$ cat src/rtl/axi_addr_remapper.sv
// AXI4 address remapper: windowed base/mask decode on AW/AR, rewrite of the
// masked upper address bits to a per-region target, and an internal DECERR
// responder for misses. Misses wait for all downstream traffic in their
// direction to retire so that per-ID response ordering is preserved.
module axi_addr_remapper #(
    parameter int ADDR_W    = 32,
    parameter int DATA_W    = 64,
    parameter int ID_W      = 4,
    parameter int N_REGION  = 2,
    parameter logic [N_REGION*ADDR_W-1:0] REGION_BASE   = {N_REGION{32'h0000_0000}},
    parameter logic [N_REGION*ADDR_W-1:0] REGION_MASK   = {N_REGION{32'hF000_0000}},
    parameter logic [N_REGION*ADDR_W-1:0] REGION_TARGET = {N_REGION{32'h8000_0000}},
    parameter int MAX_OUTST = 8
) (
    input  logic                aclk,
    input  logic                aresetn,
    // slave AW / W / B
    input  logic [ID_W-1:0]     s_axi_awid,
    input  logic [ADDR_W-1:0]   s_axi_awaddr,
    input  logic [7:0]          s_axi_awlen,
    input  logic [2:0]          s_axi_awsize,
    input  logic [1:0]          s_axi_awburst,
    input  logic                s_axi_awlock,
    input  logic [3:0]          s_axi_awcache,
    input  logic [2:0]          s_axi_awprot,
    input  logic [3:0]          s_axi_awqos,
    input  logic                s_axi_awvalid,
    output logic                s_axi_awready,
    input  logic [DATA_W-1:0]   s_axi_wdata,
    input  logic [DATA_W/8-1:0] s_axi_wstrb,
    input  logic                s_axi_wlast,
    input  logic                s_axi_wvalid,
    output logic                s_axi_wready,
    output logic [ID_W-1:0]     s_axi_bid,
    output logic [1:0]          s_axi_bresp,
    output logic                s_axi_bvalid,
    input  logic                s_axi_bready,
    // slave AR / R
    input  logic [ID_W-1:0]     s_axi_arid,
    input  logic [ADDR_W-1:0]   s_axi_araddr,
    input  logic [7:0]          s_axi_arlen,
    input  logic [2:0]          s_axi_arsize,
    input  logic [1:0]          s_axi_arburst,
    input  logic                s_axi_arlock,
    input  logic [3:0]          s_axi_arcache,
    input  logic [2:0]          s_axi_arprot,
    input  logic [3:0]          s_axi_arqos,
    input  logic                s_axi_arvalid,
    output logic                s_axi_arready,
    output logic [ID_W-1:0]     s_axi_rid,
    output logic [DATA_W-1:0]   s_axi_rdata,
    output logic [1:0]          s_axi_rresp,
    output logic                s_axi_rlast,
    output logic                s_axi_rvalid,
    input  logic                s_axi_rready,
    // master AW / W / B
    output logic [ID_W-1:0]     m_axi_awid,
    output logic [ADDR_W-1:0]   m_axi_awaddr,
    output logic [7:0]          m_axi_awlen,
    output logic [2:0]          m_axi_awsize,
    output logic [1:0]          m_axi_awburst,
    output logic                m_axi_awlock,
    output logic [3:0]          m_axi_awcache,
    output logic [2:0]          m_axi_awprot,
    output logic [3:0]          m_axi_awqos,
    output logic                m_axi_awvalid,
    input  logic                m_axi_awready,
    output logic [DATA_W-1:0]   m_axi_wdata,
    output logic [DATA_W/8-1:0] m_axi_wstrb,
    output logic                m_axi_wlast,
    output logic                m_axi_wvalid,
    input  logic                m_axi_wready,
    input  logic [ID_W-1:0]     m_axi_bid,
    input  logic [1:0]          m_axi_bresp,
    input  logic                m_axi_bvalid,
    output logic                m_axi_bready,
    // master AR / R
    output logic [ID_W-1:0]     m_axi_arid,
    output logic [ADDR_W-1:0]   m_axi_araddr,
    output logic [7:0]          m_axi_arlen,
    output logic [2:0]          m_axi_arsize,
    output logic [1:0]          m_axi_arburst,
    output logic                m_axi_arlock,
    output logic [3:0]          m_axi_arcache,
    output logic [2:0]          m_axi_arprot,
    output logic [3:0]          m_axi_arqos,
    output logic                m_axi_arvalid,
    input  logic                m_axi_arready,
    input  logic [ID_W-1:0]     m_axi_rid,
    input  logic [DATA_W-1:0]   m_axi_rdata,
    input  logic [1:0]          m_axi_rresp,
    input  logic                m_axi_rlast,
    input  logic                m_axi_rvalid,
    output logic                m_axi_rready
);
    localparam int CW = $clog2(MAX_OUTST + 1);
    localparam logic [CW-1:0] MAX_C = CW'(MAX_OUTST);

    typedef struct packed {
        logic [ID_W-1:0]   id;
        logic [ADDR_W-1:0] addr;
        logic [7:0]        len;
        logic [2:0]        size;
        logic [1:0]        burst;
        logic              lock;
        logic [3:0]        cache;
        logic [2:0]        prot;
        logic [3:0]        qos;
    } ax_t;

    typedef enum logic [1:0] {RD_IDLE, RD_ISSUE, RD_DRAIN, RD_ERR} rd_st_t;
    typedef enum logic [2:0] {WR_IDLE, WR_ISSUE, WR_DATA, WR_ABSORB, WR_DRAIN, WR_ERR} wr_st_t;

    rd_st_t          r_rd_state, w_rd_next;
    wr_st_t          r_wr_state, w_wr_next;
    ax_t             r_ar, r_aw;
    logic [7:0]      r_rd_beat;
    logic [CW-1:0]   r_rd_cnt, r_wr_cnt;
    logic            r_live;
    logic [ADDR_W:0] w_ar_dec, w_aw_dec;
    logic            w_rd_inc, w_rd_dec, w_wr_inc, w_wr_dec;

    // Returns {hit, remapped addr}; iterating high-to-low lets region 0 win overlaps.
    function automatic logic [ADDR_W:0] f_decode(input logic [ADDR_W-1:0] a);
        logic [ADDR_W:0]   res;
        logic [ADDR_W-1:0] msk;
        res = {1'b0, a};
        for (int i = N_REGION - 1; i >= 0; i--) begin
            msk = REGION_MASK[i*ADDR_W +: ADDR_W];
            if ((a & msk) == (REGION_BASE[i*ADDR_W +: ADDR_W] & msk))
                res = {1'b1, (REGION_TARGET[i*ADDR_W +: ADDR_W] & msk) | (a & ~msk)};
        end
        return res;
    endfunction

    assign w_ar_dec = f_decode(s_axi_araddr);
    assign w_aw_dec = f_decode(s_axi_awaddr);

    // Holds the slave address channels closed during and right after reset.
    always_ff @(posedge aclk or negedge aresetn) begin
        if (!aresetn) r_live <= 1'b0;
        else          r_live <= 1'b1;
    end

    // Capture AR/AW with the remapped address; count DECERR read beats.
    always_ff @(posedge aclk or negedge aresetn) begin
        if (!aresetn) begin
            r_ar      <= '0;
            r_aw      <= '0;
            r_rd_beat <= '0;
        end else begin
            if (s_axi_arvalid && s_axi_arready) begin
                r_ar      <= '{id: s_axi_arid, addr: w_ar_dec[ADDR_W-1:0], len: s_axi_arlen,
                               size: s_axi_arsize, burst: s_axi_arburst, lock: s_axi_arlock,
                               cache: s_axi_arcache, prot: s_axi_arprot, qos: s_axi_arqos};
                r_rd_beat <= '0;
            end else if (r_rd_state == RD_ERR && s_axi_rready) begin
                r_rd_beat <= r_rd_beat + 8'd1;
            end
            if (s_axi_awvalid && s_axi_awready)
                r_aw <= '{id: s_axi_awid, addr: w_aw_dec[ADDR_W-1:0], len: s_axi_awlen,
                          size: s_axi_awsize, burst: s_axi_awburst, lock: s_axi_awlock,
                          cache: s_axi_awcache, prot: s_axi_awprot, qos: s_axi_awqos};
        end
    end

    assign w_rd_inc = m_axi_arvalid && m_axi_arready;
    assign w_rd_dec = m_axi_rvalid && m_axi_rready && m_axi_rlast;
    assign w_wr_inc = m_axi_awvalid && m_axi_awready;
    assign w_wr_dec = m_axi_bvalid && m_axi_bready;

    // Downstream outstanding counters; simultaneous issue and retire cancel out.
    always_ff @(posedge aclk or negedge aresetn) begin
        if (!aresetn) begin
            r_rd_cnt <= '0;
            r_wr_cnt <= '0;
        end else begin
            if (w_rd_inc && !w_rd_dec && r_rd_cnt != MAX_C)    r_rd_cnt <= r_rd_cnt + CW'(1);
            else if (w_rd_dec && !w_rd_inc && r_rd_cnt != '0) r_rd_cnt <= r_rd_cnt - CW'(1);
            if (w_wr_inc && !w_wr_dec && r_wr_cnt != MAX_C)    r_wr_cnt <= r_wr_cnt + CW'(1);
            else if (w_wr_dec && !w_wr_inc && r_wr_cnt != '0) r_wr_cnt <= r_wr_cnt - CW'(1);
        end
    end

    // State registers for both independent FSMs.
    always_ff @(posedge aclk or negedge aresetn) begin
        if (!aresetn) begin
            r_rd_state <= RD_IDLE;
            r_wr_state <= WR_IDLE;
        end else begin
            r_rd_state <= w_rd_next;
            r_wr_state <= w_wr_next;
        end
    end

    // Read next-state.
    always_comb begin
        w_rd_next = r_rd_state;
        case (r_rd_state)
            RD_IDLE:  if (s_axi_arvalid && s_axi_arready) w_rd_next = w_ar_dec[ADDR_W] ? RD_ISSUE : RD_DRAIN;
            RD_ISSUE: if (w_rd_inc) w_rd_next = RD_IDLE;
            RD_DRAIN: if (r_rd_cnt == '0) w_rd_next = RD_ERR;
            RD_ERR:   if (s_axi_rready && r_rd_beat == r_ar.len) w_rd_next = RD_IDLE;
            default:  w_rd_next = RD_IDLE;
        endcase
    end

    // Read outputs. The counter can only fall while ISSUE waits, so once
    // arvalid rises it cannot be withdrawn before the handshake.
    always_comb begin
        s_axi_arready = 1'b0;
        m_axi_arvalid = 1'b0;
        s_axi_rvalid  = m_axi_rvalid;
        s_axi_rid     = m_axi_rid;
        s_axi_rdata   = m_axi_rdata;
        s_axi_rresp   = m_axi_rresp;
        s_axi_rlast   = m_axi_rlast;
        m_axi_rready  = s_axi_rready;
        case (r_rd_state)
            RD_IDLE:  s_axi_arready = r_live;
            RD_ISSUE: m_axi_arvalid = (r_rd_cnt < MAX_C);
            RD_ERR: begin
                s_axi_rvalid = 1'b1;
                s_axi_rid    = r_ar.id;
                s_axi_rdata  = '0;
                s_axi_rresp  = 2'b11;
                s_axi_rlast  = (r_rd_beat == r_ar.len);
                m_axi_rready = 1'b0;
            end
            default: ;
        endcase
    end

    // Write next-state.
    always_comb begin
        w_wr_next = r_wr_state;
        case (r_wr_state)
            WR_IDLE:   if (s_axi_awvalid && s_axi_awready) w_wr_next = w_aw_dec[ADDR_W] ? WR_ISSUE : WR_ABSORB;
            WR_ISSUE:  if (w_wr_inc) w_wr_next = WR_DATA;
            WR_DATA:   if (s_axi_wvalid && s_axi_wready && s_axi_wlast) w_wr_next = WR_IDLE;
            WR_ABSORB: if (s_axi_wvalid && s_axi_wlast) w_wr_next = WR_DRAIN;
            WR_DRAIN:  if (r_wr_cnt == '0) w_wr_next = WR_ERR;
            WR_ERR:    if (s_axi_bready) w_wr_next = WR_IDLE;
            default:   w_wr_next = WR_IDLE;
        endcase
    end

    // Write outputs; W is only opened to the master after its AW has gone.
    always_comb begin
        s_axi_awready = 1'b0;
        m_axi_awvalid = 1'b0;
        s_axi_wready  = 1'b0;
        m_axi_wvalid  = 1'b0;
        s_axi_bvalid  = m_axi_bvalid;
        s_axi_bid     = m_axi_bid;
        s_axi_bresp   = m_axi_bresp;
        m_axi_bready  = s_axi_bready;
        case (r_wr_state)
            WR_IDLE:   s_axi_awready = r_live;
            WR_ISSUE:  m_axi_awvalid = (r_wr_cnt < MAX_C);
            WR_DATA: begin
                m_axi_wvalid = s_axi_wvalid;
                s_axi_wready = m_axi_wready;
            end
            WR_ABSORB: s_axi_wready = 1'b1;
            WR_ERR: begin
                s_axi_bvalid = 1'b1;
                s_axi_bid    = r_aw.id;
                s_axi_bresp  = 2'b11;
                m_axi_bready = 1'b0;
            end
            default: ;
        endcase
    end

    assign {m_axi_arid, m_axi_araddr, m_axi_arlen, m_axi_arsize, m_axi_arburst,
            m_axi_arlock, m_axi_arcache, m_axi_arprot, m_axi_arqos} = r_ar;
    assign {m_axi_awid, m_axi_awaddr, m_axi_awlen, m_axi_awsize, m_axi_awburst,
            m_axi_awlock, m_axi_awcache, m_axi_awprot, m_axi_awqos} = r_aw;
    assign m_axi_wdata = s_axi_wdata;
    assign m_axi_wstrb = s_axi_wstrb;
    assign m_axi_wlast = s_axi_wlast;

endmodule
$ cat config.mk
export PLATFORM = sky130hd
export DESIGN_NAME = axi_addr_remapper
export DESIGN_NICKNAME = d
export VERILOG_FILES = /design/src/rtl/axi_addr_remapper.sv
export SDC_FILE = /design/constraint.sdc
export NUM_CORES = 1
export LEC_CHECK = 0
export BUFFER_PORTS_ARGS = -buffer_cell sky130_fd_sc_hd__buf_2
export CAP_MARGIN = 20
export CORE_AREA = 5 5 220 222
export CTS_CLUSTER_SIZE = 16
export DETAILED_ROUTE_END_ITERATION = 6
export DIE_AREA = 0 0 225 227
export GPL_TIMING_DRIVEN = 0
export MAX_ROUTING_LAYER = met4
export PLACE_DENSITY_LB_ADDON = 0.08
export SLEW_MARGIN = 20
export SYNTH_ARGS = -nofsm -noshare
export SYNTH_HDL_FRONTEND = slang
export SYNTH_SLANG_ARGS = --single-unit
$ cat constraint.sdc
create_clock -name aclk -period 2.7 [get_ports aclk]
set_clock_uncertainty 0.1 [all_clocks]
set_input_delay 0.405 -clock aclk [delete_from_list [all_inputs] [get_ports aclk]]
set_output_delay 0.405 -clock aclk [all_outputs]
set_load 0.005 [all_outputs]
### Word level (Yosys, flattened, before mapping)

Cells that the tools add are included.

| word-level totals | value |
|---|---|
| flip-flop bits (word level) | 144 |
| bits of input ports | 284 |
| output and inout bits | 282 |

| cells by class | value |
|---|---|
| order comparisons | 2 |
| reduce and logical (&&, ||, !) cells | 37 |
| multiplexer cells | 38 |
| add/subtract/negate cells | 5 |
| equal/unequal tests | 21 |

Operators by type and width:

| kind | count |
|---|---|
| 33-bit 2-to-1 mux | 2 |
| 32-bit logical NOT | 2 |
| 64-bit 2-to-1 mux | 1 |
| 4-bit 2-to-1 mux | 6 |
| 1-bit logical AND | 20 |
| 3-bit 2-to-1 mux | 6 |
| 2-bit != test (second input constant) | 9 |
| 3-bit one-hot mux with 6 select lines | 1 |
| 2-bit 2-to-1 mux | 8 |
| 8-bit 2-to-1 mux | 2 |
| 1-bit 2-to-1 mux | 10 |
| 4-bit by 1-bit adder with 4-bit output (second input constant) | 2 |
| 8-bit by 1-bit adder with 8-bit output (second input constant) | 1 |
| 8-bit equality test | 1 |
| 4-bit logical NOT | 2 |
| 4-bit less-than comparator (second input constant) | 2 |
| 4-bit != test (second input constant) | 2 |
| 2-bit one-hot mux with 4 select lines | 1 |
| 4-bit nonzero test | 2 |
| 4-bit by 1-bit subtractor with 4-bit output (second input constant) | 2 |
| 3-bit by 2-bit equality test with 1-bit output (second input constant) | 2 |
| 3-bit equality test (second input constant) | 2 |
| 6-bit AND reduction | 1 |
| 2-bit nonzero test | 3 |
| other kinds (9) | 13 |

### Longest topological paths before layout

Gate-level depths: netlist of run 1.

| depth | value |
|---|---|
| word-level depth | 8 |
| depth in mapped cells | 9 |
| gate-level depth less buffers | 8 |

### Worst setup path after synthesis of run 1

Ideal clock, no wire load.

| path | value |
|---|---|
| kind | reg2reg |
| start | register r_wr_state[2] |
| end | register r_wr_cnt[3] |
| arrival | 2246 ps |
| required time | 2476 ps |
| period minus slack after synthesis | 2470 ps |
| slack | 230 ps |
| cell stages (with the launch flop) | 10 |
| buffers on the path | 1 |
| cell sequence | dfrtp_1 buf_6 or4b_4 a311oi_2 inv_1 ha_1 a21oi_1 nand3_1 a2bb2oi_1 xnor2_1 |

| between the ends | value |
|---|---|
| cells in the longest elaborated chain, start to end | 7 |
| elaborated cells between the ends (all ways) | 14 |
| classes of those cells | eq/ne: 2; mux: 3; reduce/logical: 9 |

RTL lines:

| element | line | text |
|---|---|---|
| start: declaration | 115 | `wr_st_t r_wr_state, w_wr_next;` |
| start signal: assignment | 192 | `r_wr_state <= w_wr_next;` |
| 3-bit equality test or 3-bit by 1-bit equality test with 1-bit output (tied branches) | 258 | `case (r_wr_state)` |
| 1-bit 2-to-1 mux | 258 |  |
| 1-bit logical AND, on equally long branches | 170, 169 |  |
| 1-bit logical NOT, on equally long branches | 180, 181 |  |
| 1-bit logical AND, on equally long branches (2 in a row) | 180, 181 |  |
| 4-bit 2-to-1 mux or 2-bit nonzero test (tied branches) | -- |  |
| end signal: assignment | 180 | `if (w_wr_inc && !w_wr_dec && r_wr_cnt != MAX_C) r_wr_cnt <= r_wr_cnt + CW'(1);` |
| end signal: assignment | 181 | `else if (w_wr_dec && !w_wr_inc && r_wr_cnt != '0) r_wr_cnt <= r_wr_cnt - CW'(1);` |
| end: declaration | 118 | `logic [CW-1:0] r_rd_cnt, r_wr_cnt;` |

Several ways; a longest one is shown, not always the timed one.
A chain may end at the register's enable or synchronous reset.

### Worst setup path in the final report of run 1

| path | value |
|---|---|
| start | register r_rd_state[1] |
| end | output port s_axi_rid[2] |

| between the ends | value |
|---|---|
| cells in the longest elaborated chain, start to end | 2 |

RTL lines:

| element | line | text |
|---|---|---|
| start: declaration | 114 | `rd_st_t r_rd_state, w_rd_next;` |
| start signal: assignment | 191 | `r_rd_state <= w_rd_next;` |
| 2-bit equality test | 219 | `case (r_rd_state)` |
| 4-bit 2-to-1 mux | 219 |  |
| end: declaration | 50 | `output logic [ID_W-1:0] s_axi_rid,` |

No other way between the ends.

==> results of run 1 <==
==> power groups by stage <==
stage | Sequential, uW | Combinational (uW) | Clock, uW
4_1_cts | 3890 | 4820 | 2830
2_1_floorplan | 3880 | 2200 | 0
3_5_place_dp | 3870 | 4790 | 0
3_3_place_gp | 3850 | 4810 | 0
6_report | 3870 | 4690 | 2680
5_1_grt | 4030 | 5200 | 2880
==> sequential cells by signal (all words and copies together) (netlist names), 4 cells and up <==
signal	cells
m_axi_araddr	32
m_axi_arcache	4
m_axi_arid	4
m_axi_arlen	8
m_axi_arqos	4
m_axi_awaddr	32
m_axi_awcache	4
m_axi_awid	4
m_axi_awlen	8
m_axi_awqos	4
r_rd_beat	8
r_rd_cnt	4
r_wr_cnt	4
==> cell usage after synthesis (all sizes together), types with 2 or more instances <==
cell and count:
inv 8, ha 5, nor3b 4, a21o 2, o21ai 3, o31ai 3, clkbuf 12, nand3b 2
buf 87, nand2b 7, xnor2 15, nand2 13, mux2 133, nand4 5, xor2 5, fa 2
nor2 13, a21oi 6, and2 65, nand3 4, a211o 2, nor4 6, dfrtp 144, nor3 2
==> cells by family (layout without fill, tap and decap cells) <==
kind of cell | after synthesis | after routing
other cells | 1 | 8
simple gates | 129 | 129
flops | 144 | 144
mux | 134 | 134
xor+xnor | 20 | 20
fa+ha+maj | 7 | 7
buf+inv | 107 | 652
compound gates | 27 | 27
==> per-stage QoR <==
step / setup TNS [ns] / hold slack (ns)
after floorplan: 0 / 0.00941
after global placement: -254.19 / 0.370
after detailed placement: -0.158 / 0.317
after CTS: 0 / 0.000362
after global routing: 0 / 0.0206
final: 0 / 0.0670
==> how the worst min path moves through the flow <==
stage                startpoint                to  slack [ns]  cells after the start
3_3_place_gp   m_axi_awaddr[31]  m_axi_awaddr[31]        0.37                      2
3_5_place_dp            aresetn   m_axi_awaddr[7]        0.32                      1
6_report       s_axi_awaddr[10]  m_axi_awaddr[10]        0.07                      2
4_1_cts         s_axi_araddr[5]   m_axi_araddr[5]      0.0004                      2
2_1_floorplan           aresetn   m_axi_araddr[0]       0.009                      0
5_1_grt         s_axi_awsize[1]   m_axi_awsize[1]        0.02                      2
==> worst max-delay path, delay by kind of cell (launching register included) <==
family	cells	cell delay [ns]
DFF	1	0.40
and+or+nand+nor	1	0.18
muxes	1	0.36
buffers and inverters	3	0.62
==> cell type report <==
cell class | count | share of cell area, %
antenna | 7 | 0.156
buffer | 98 | 6.00
clock buffer | 23 | 4.34
clock inverter | 8 | 1.35
inverter | 8 | 0.267
multi-input combinational | 318 | 25.0
sequential | 144 | 32.1
tap | 607 | 6.76
timing repair buffer | 515 | 24.1
==> timing repair <==
item                                   in CTS  in global routing
hold buffers                               17                  0
pin swaps                                   0                  2
buffers inserted                            2                  1
endpoints found under the hold margin      81                  0
setup endpoints to repair                  75                  5
gates resized for setup                     6                  8
==> metal layers <==
metal	vias up	GRT usage, %	share of wire (%)
li1	2937	-	-
met1	3015	14.1	37
met2	312	23.5	51
met3	38	6.92	10
met4	0	3.54	2.4
met5	-	-	0
==> run metrics, run 1 <==
Max-cap violations=0; first drt pass iteration count=4; Synth Area in XOR/XNOR=approximately 2.5%; floorplan row count=79; synth top area cells=dfrtp_1 51%, mux2_2 21%, buf_4 7.8%; Max clock buf depth=2; Post-synth EDFFs=0; sequential cell area=between 3000 and 4000 sq um; combinational fraction of design power=41.7%; synthesized-area fraction occupied by adder cells=under 10%; DIE HEIGHT=between 200 and 250 um; Synth Area in Compound Gates=roughly 2.9%; Seq cells post-synth=144; CP max-delay cell=dfrtp_1; Crit path top cell by count=buf_2; sequential power share=34.5%; leakage power=between 0.005 and 0.006 uW; Avg WL per Cell=between 20 and 25 um; Final Max Slew Viols=0; count of final hold-check violations=0; setup slack after layout=around 0.17 ns; share of cells above drive strength 1=68.2%; Core Util, Final=approximately a quarter; CTS HTree Levels=4; I/O pin count=around 570; RSZ-0062 raised after global routing=false; pre-CTS setup slack=-0.140 ns; YS warnings=0; clock sinks=144; ys flop type=dfrtp_1; Inst Count DP=approximately 1700; Root Buffer=clkbuf_16; die area=between 50000 and 60000 sq um; IO buf count=493; largest net degree at the start of global routing=80; first-pass GRT wire length=~48000 um; async set-reset flop share out of synthesis=100%; final setup vio count=0; total gr overflow=0; crit path launch type=register; CTS clk-pin slew, worst paths=roughly 0.060 ns; Post-Synth Simple-Gate Area=approximately 11%; Filler Cells Inserted=5054; Psw=3870 uW; area of the multi-input gates=roughly 2800 sq um; clock network fraction of total power=23.8%; initial core utilization=approximately 15%; RR Startpoint=r_wr_state[2]; Yosys top cell by area=dfrtp_1; Final Cell Area=roughly 11000 sq um; Worst setup EP type=output port; critical path type=register to output port; pwr/cell area=~1000 nW/um^2; Max VDD drop=approximately 490 uV; Int Power=about 7400 uW; largest family of logic cells by synthesized area=multiplexers; Detailed Route WL=~35000 um; initial antenna violation count=14; Routed Antenna Nets=0; layout net count=roughly 1400; area delta synth->final=59.1%; Worst Setup SP=r_rd_state[1]; CP required=~2.2 ns; data arrival time of the critical path=2.02 ns; Yosys top cell area share=51.0%; min-delay worst type=input port to register; cells along the critical path=buf_2 > nand2_4 > clkbuf_4 > mux2_2 > buf_2; GRT Util Overall=13.7%; Unique masters post-synth=between 40 and 50; final std cells w/o fill=around 1700; Reg2Reg Setup Slack=~0.17 ns; status=complete, no violations; gpl congestion=approximately 0.86; Die Span X=between 200 and 250 um; crit-path max FO=10; DRT iter0 DRCs=around 220; syn_nets=860; Final Power=between 10000 and 15000 uW; Final HPWL DP=approximately 29000 um; commonest non-fill, non-tap cells in the layout=505 x buf_2, 143 x dfrtp_1, 130 x mux2_2; most common cell after layout, fill and taps aside=buf_2; Worst Setup EP=s_axi_rid[2]; Clock Latency Late Sink=about 0.47 ns; Syn Std Cell Area=~7000 sq um; Synth Instances=between 500 and 600; Reg-to-Reg End=r_wr_cnt[2]; CTS tree=done; Final min period=~2.5 ns; Core ar.=46200 sq um; placed cell area=about 10000 sq um; CTS Buf Count=17; Max-slew headroom=52.4%; Final period util=between 90% and 100%; Max Freq=395 MHz; number of global-route vias before repair=just under 7000; worst-case reg-to-reg path depth=7; Sw Share=34.4%; Slowest Stage Delay on Critical Path=approximately 0.4 ns; via count=~6300; # DRC=0; register area share after synthesis=roughly half; mux contribution to synthesized area=a little over a fifth; Via density=3.65; worst-margin pin slew=about 0.7 ns; Mapped Avg Cell Area=roughly 12 sq um
Power figures use the tool's default switching activity.
==> inputs of run 2 (changes only) <==
--- a/config.mk
+++ b/config.mk
@@ -7,13 +7,13 @@
 export LEC_CHECK = 0
 export BUFFER_PORTS_ARGS = -buffer_cell sky130_fd_sc_hd__buf_2
 export CAP_MARGIN = 20
-export CORE_AREA = 5 5 220 222
+export CORE_AREA = 2 2 223 225
 export CTS_CLUSTER_SIZE = 16
 export DETAILED_ROUTE_END_ITERATION = 6
 export DIE_AREA = 0 0 225 227
 export GPL_TIMING_DRIVEN = 0
 export MAX_ROUTING_LAYER = met4
-export PLACE_DENSITY_LB_ADDON = 0.08
+export PLACE_DENSITY_LB_ADDON = 0.12
 export SLEW_MARGIN = 20
 export SYNTH_ARGS = -nofsm -noshare
 export SYNTH_HDL_FRONTEND = slang
==> run 2 against run 1 <==
Effect of this change:
- sequential share of layout area grew 0.31 points
- sequential cell count is the same
- register-to-register slack lost 0.02 ns
- largest cell class unchanged
- design area shrank 0.99%
- clock power shrank 6%
- routed wire length grew 0.80%
==> run metrics, run 2 (same netlist as run 1, synthesis figures left out) <==
CP max-delay cell=dfrtp_1; Max clock buf depth=2; Routed Antenna Nets=0; Slowest Stage Delay on Critical Path=~0.4 ns; Hold Crit Start=s_axi_awcache[1]; clock sinks=approximately 140; data arrival time of the critical path=2.07 ns; Max-slew headroom=about 56%; CTS HTree Levels=4; Final HPWL DP=29300 um; Worst setup EP type=output port; Max-cap violations=0; # DRC=0; most common cell after layout, fill and taps aside=buf_2; Detailed Route WL=35500 um; Avg WL per Cell=20.4 um; CP required=approximately 2.2 ns; Max VDD drop=434 uV; critical path type=register to output port; Core Util, Final=between 20% and 30%; crit path launch type=register; Final period util=a little over nine tenths; Core ar.=between 40000 and 50000 sq um; crit-path max FO=10; GRT Max-Usage Layer=met2; area delta synth->final=57.5%; floorplan row count=81; final setup vio count=0; share of cells above drive strength 1=69.0%; first drt pass iteration count=4; Root Buffer=clkbuf_16; Hold EP=m_axi_awcache[1]; Reg2Reg Setup Slack=around 0.15 ns; buffers and inverters on the worst path=3; min-delay worst type=input port to register; cells along the critical path=clkbuf_2 > nand2_4 > clkbuf_8 > mux2_2 > buf_2; worst-margin pin slew=0.667 ns; count of final hold-check violations=0; I/O pin count=around 570; RR Startpoint=r_wr_state[2]; first-pass GRT wire length=roughly 48000 um; die area=51100 sq um; Final Power=11000 uW; DRT iter0 DRCs=199; IO buf count=around 490; status=complete, no violations; gpl congestion=between 0.8 and 0.9; commonest non-fill, non-tap cells in the layout=505 x buf_2, 144 x dfrtp_1, 130 x mux2_2; GR Util met2=about a quarter; pwr/cell area=between 900 and 1000 nW/um^2; Worst path top cell family by delay=buffers and inverters; CTS clk-pin slew, worst paths=around 0.07 ns; total gr overflow=0; leakage power=0.00561 uW; Final Cell Area=11100 sq um; via count=6369; CTS Buf Count=17; Final Max Slew Viols=0; Filler Cells Inserted=5354; met3 Usage GRT=under 10%; Max Freq=approximately 390 MHz; DIE HEIGHT=roughly 230 um; Clock Latency Late Sink=between 0.4 and 0.5 ns; worst-case reg-to-reg path depth=9; CTS tree=done; number of global-route vias before repair=about 6600; Via density=about 3.7; layout net count=about 1400; GRT Util Overall=14.0%; met1 GRT Util=13.8%; placed cell area=~10000 sq um; initial core utilization=around 15%; Hold Path Depth=2; initial antenna violation count=18; largest net degree at the start of global routing=just under 80; Reg-to-Reg End=r_wr_cnt[3]; Final min period=about 2.6 ns; Die Span X=225 um; RSZ-0062 raised after global routing=true
[run 2: cell count changes in the layout (fill, tap and decap cells not counted), sizes merged]
cell         delta
dlygate4sd3     -7
clkinvlp        +5
clkbuf          -4
diode           +3
bufinv          -2
buf             -1
clkinv          -1
inv             +1
[run 2: power breakdown]
group | internal [uW] | total, uW | switching, uW
Combinational | 2500 | 4660 | 2160
Sequential | 3200 | 3860 | 660
Clock | 1400 | 2510 | 1110
[run 2: cell type report]
cell class | count | area [sq um] | share of cell area [%]
Antenna cell | 10 | 25.0 | 0.225
Buffer | 98 | 679 | 6.11
Clock buffer | 19 | 453 | 4.07
Clock inverter | 11 | 133 | 1.19
Inverter | 8 | 30.0 | 0.270
Multi-Input combinational cell | 318 | 2800 | 25.1
Sequential cell | 144 | 3600 | 32.4
Tap cell | 622 | 778 | 7.00
Timing Repair Buffer | 507 | 2630 | 23.6
[run 2: worst max path at each step]
stage | slack (ns) | to | cells after the start | from
final | 0.13 | s_axi_rid[2] | 5 | r_rd_state[1]
after global routing | -0.02 | s_axi_rid[2] | 5 | r_rd_state[1]
after CTS | 0.009 | s_axi_rid[2] | 5 | r_rd_state[1]
after detailed placement | -0.28 | s_axi_rid[2] | 5 | r_rd_state[1]
after global placement | -1.64 | m_axi_arprot[2] | 1 | aresetn
after floorplan | 0.23 | r_wr_cnt[3] | 9 | r_wr_state[2]
[run 2: metrics by stage]
stage / hold WS (ns) / std cells / setup slack, ns / setup TNS (ns)
finish: 0.0487 / 1737 / 0.126 / 0
detailed placement: 0.355 / 1686 / -0.277 / -0.652
global route: 0.0244 / 1735 / -0.0156 / -0.0156
global placement: 0.365 / 1684 / -1.64 / -250.22
CTS: 0.000175 / 1727 / 0.00926 / 0
floorplan: 0.00941 / 569 / 0.230 / 0
[run 2: worst register-to-register path, stage by stage (launching register included)]
cell,delay (ns)
dfrtp_1,0.37
buf_6,0.14
or4b_4,0.54
a311oi_4,0.32
inv_2,0.10
ha_1,0.33
a21oi_2,0.16
nand3_1,0.10
a2bb2oi_1,0.15
xnor2_1,0.13
[run 2: timing repair]
action                                 CTS  global route
setup endpoints to repair               74             3
pin swaps                                1             0
hold buffers                            10             0
endpoints found under the hold margin   85             0
gates resized for setup                 10             4
setup buffers                            2             0
[run 2: metal layers]
layer,vias up,share of wire (%)
li1,2930,-
met1,3050,37
met2,346,52
met3,43,10
met4,0,1.8
met5,-,0
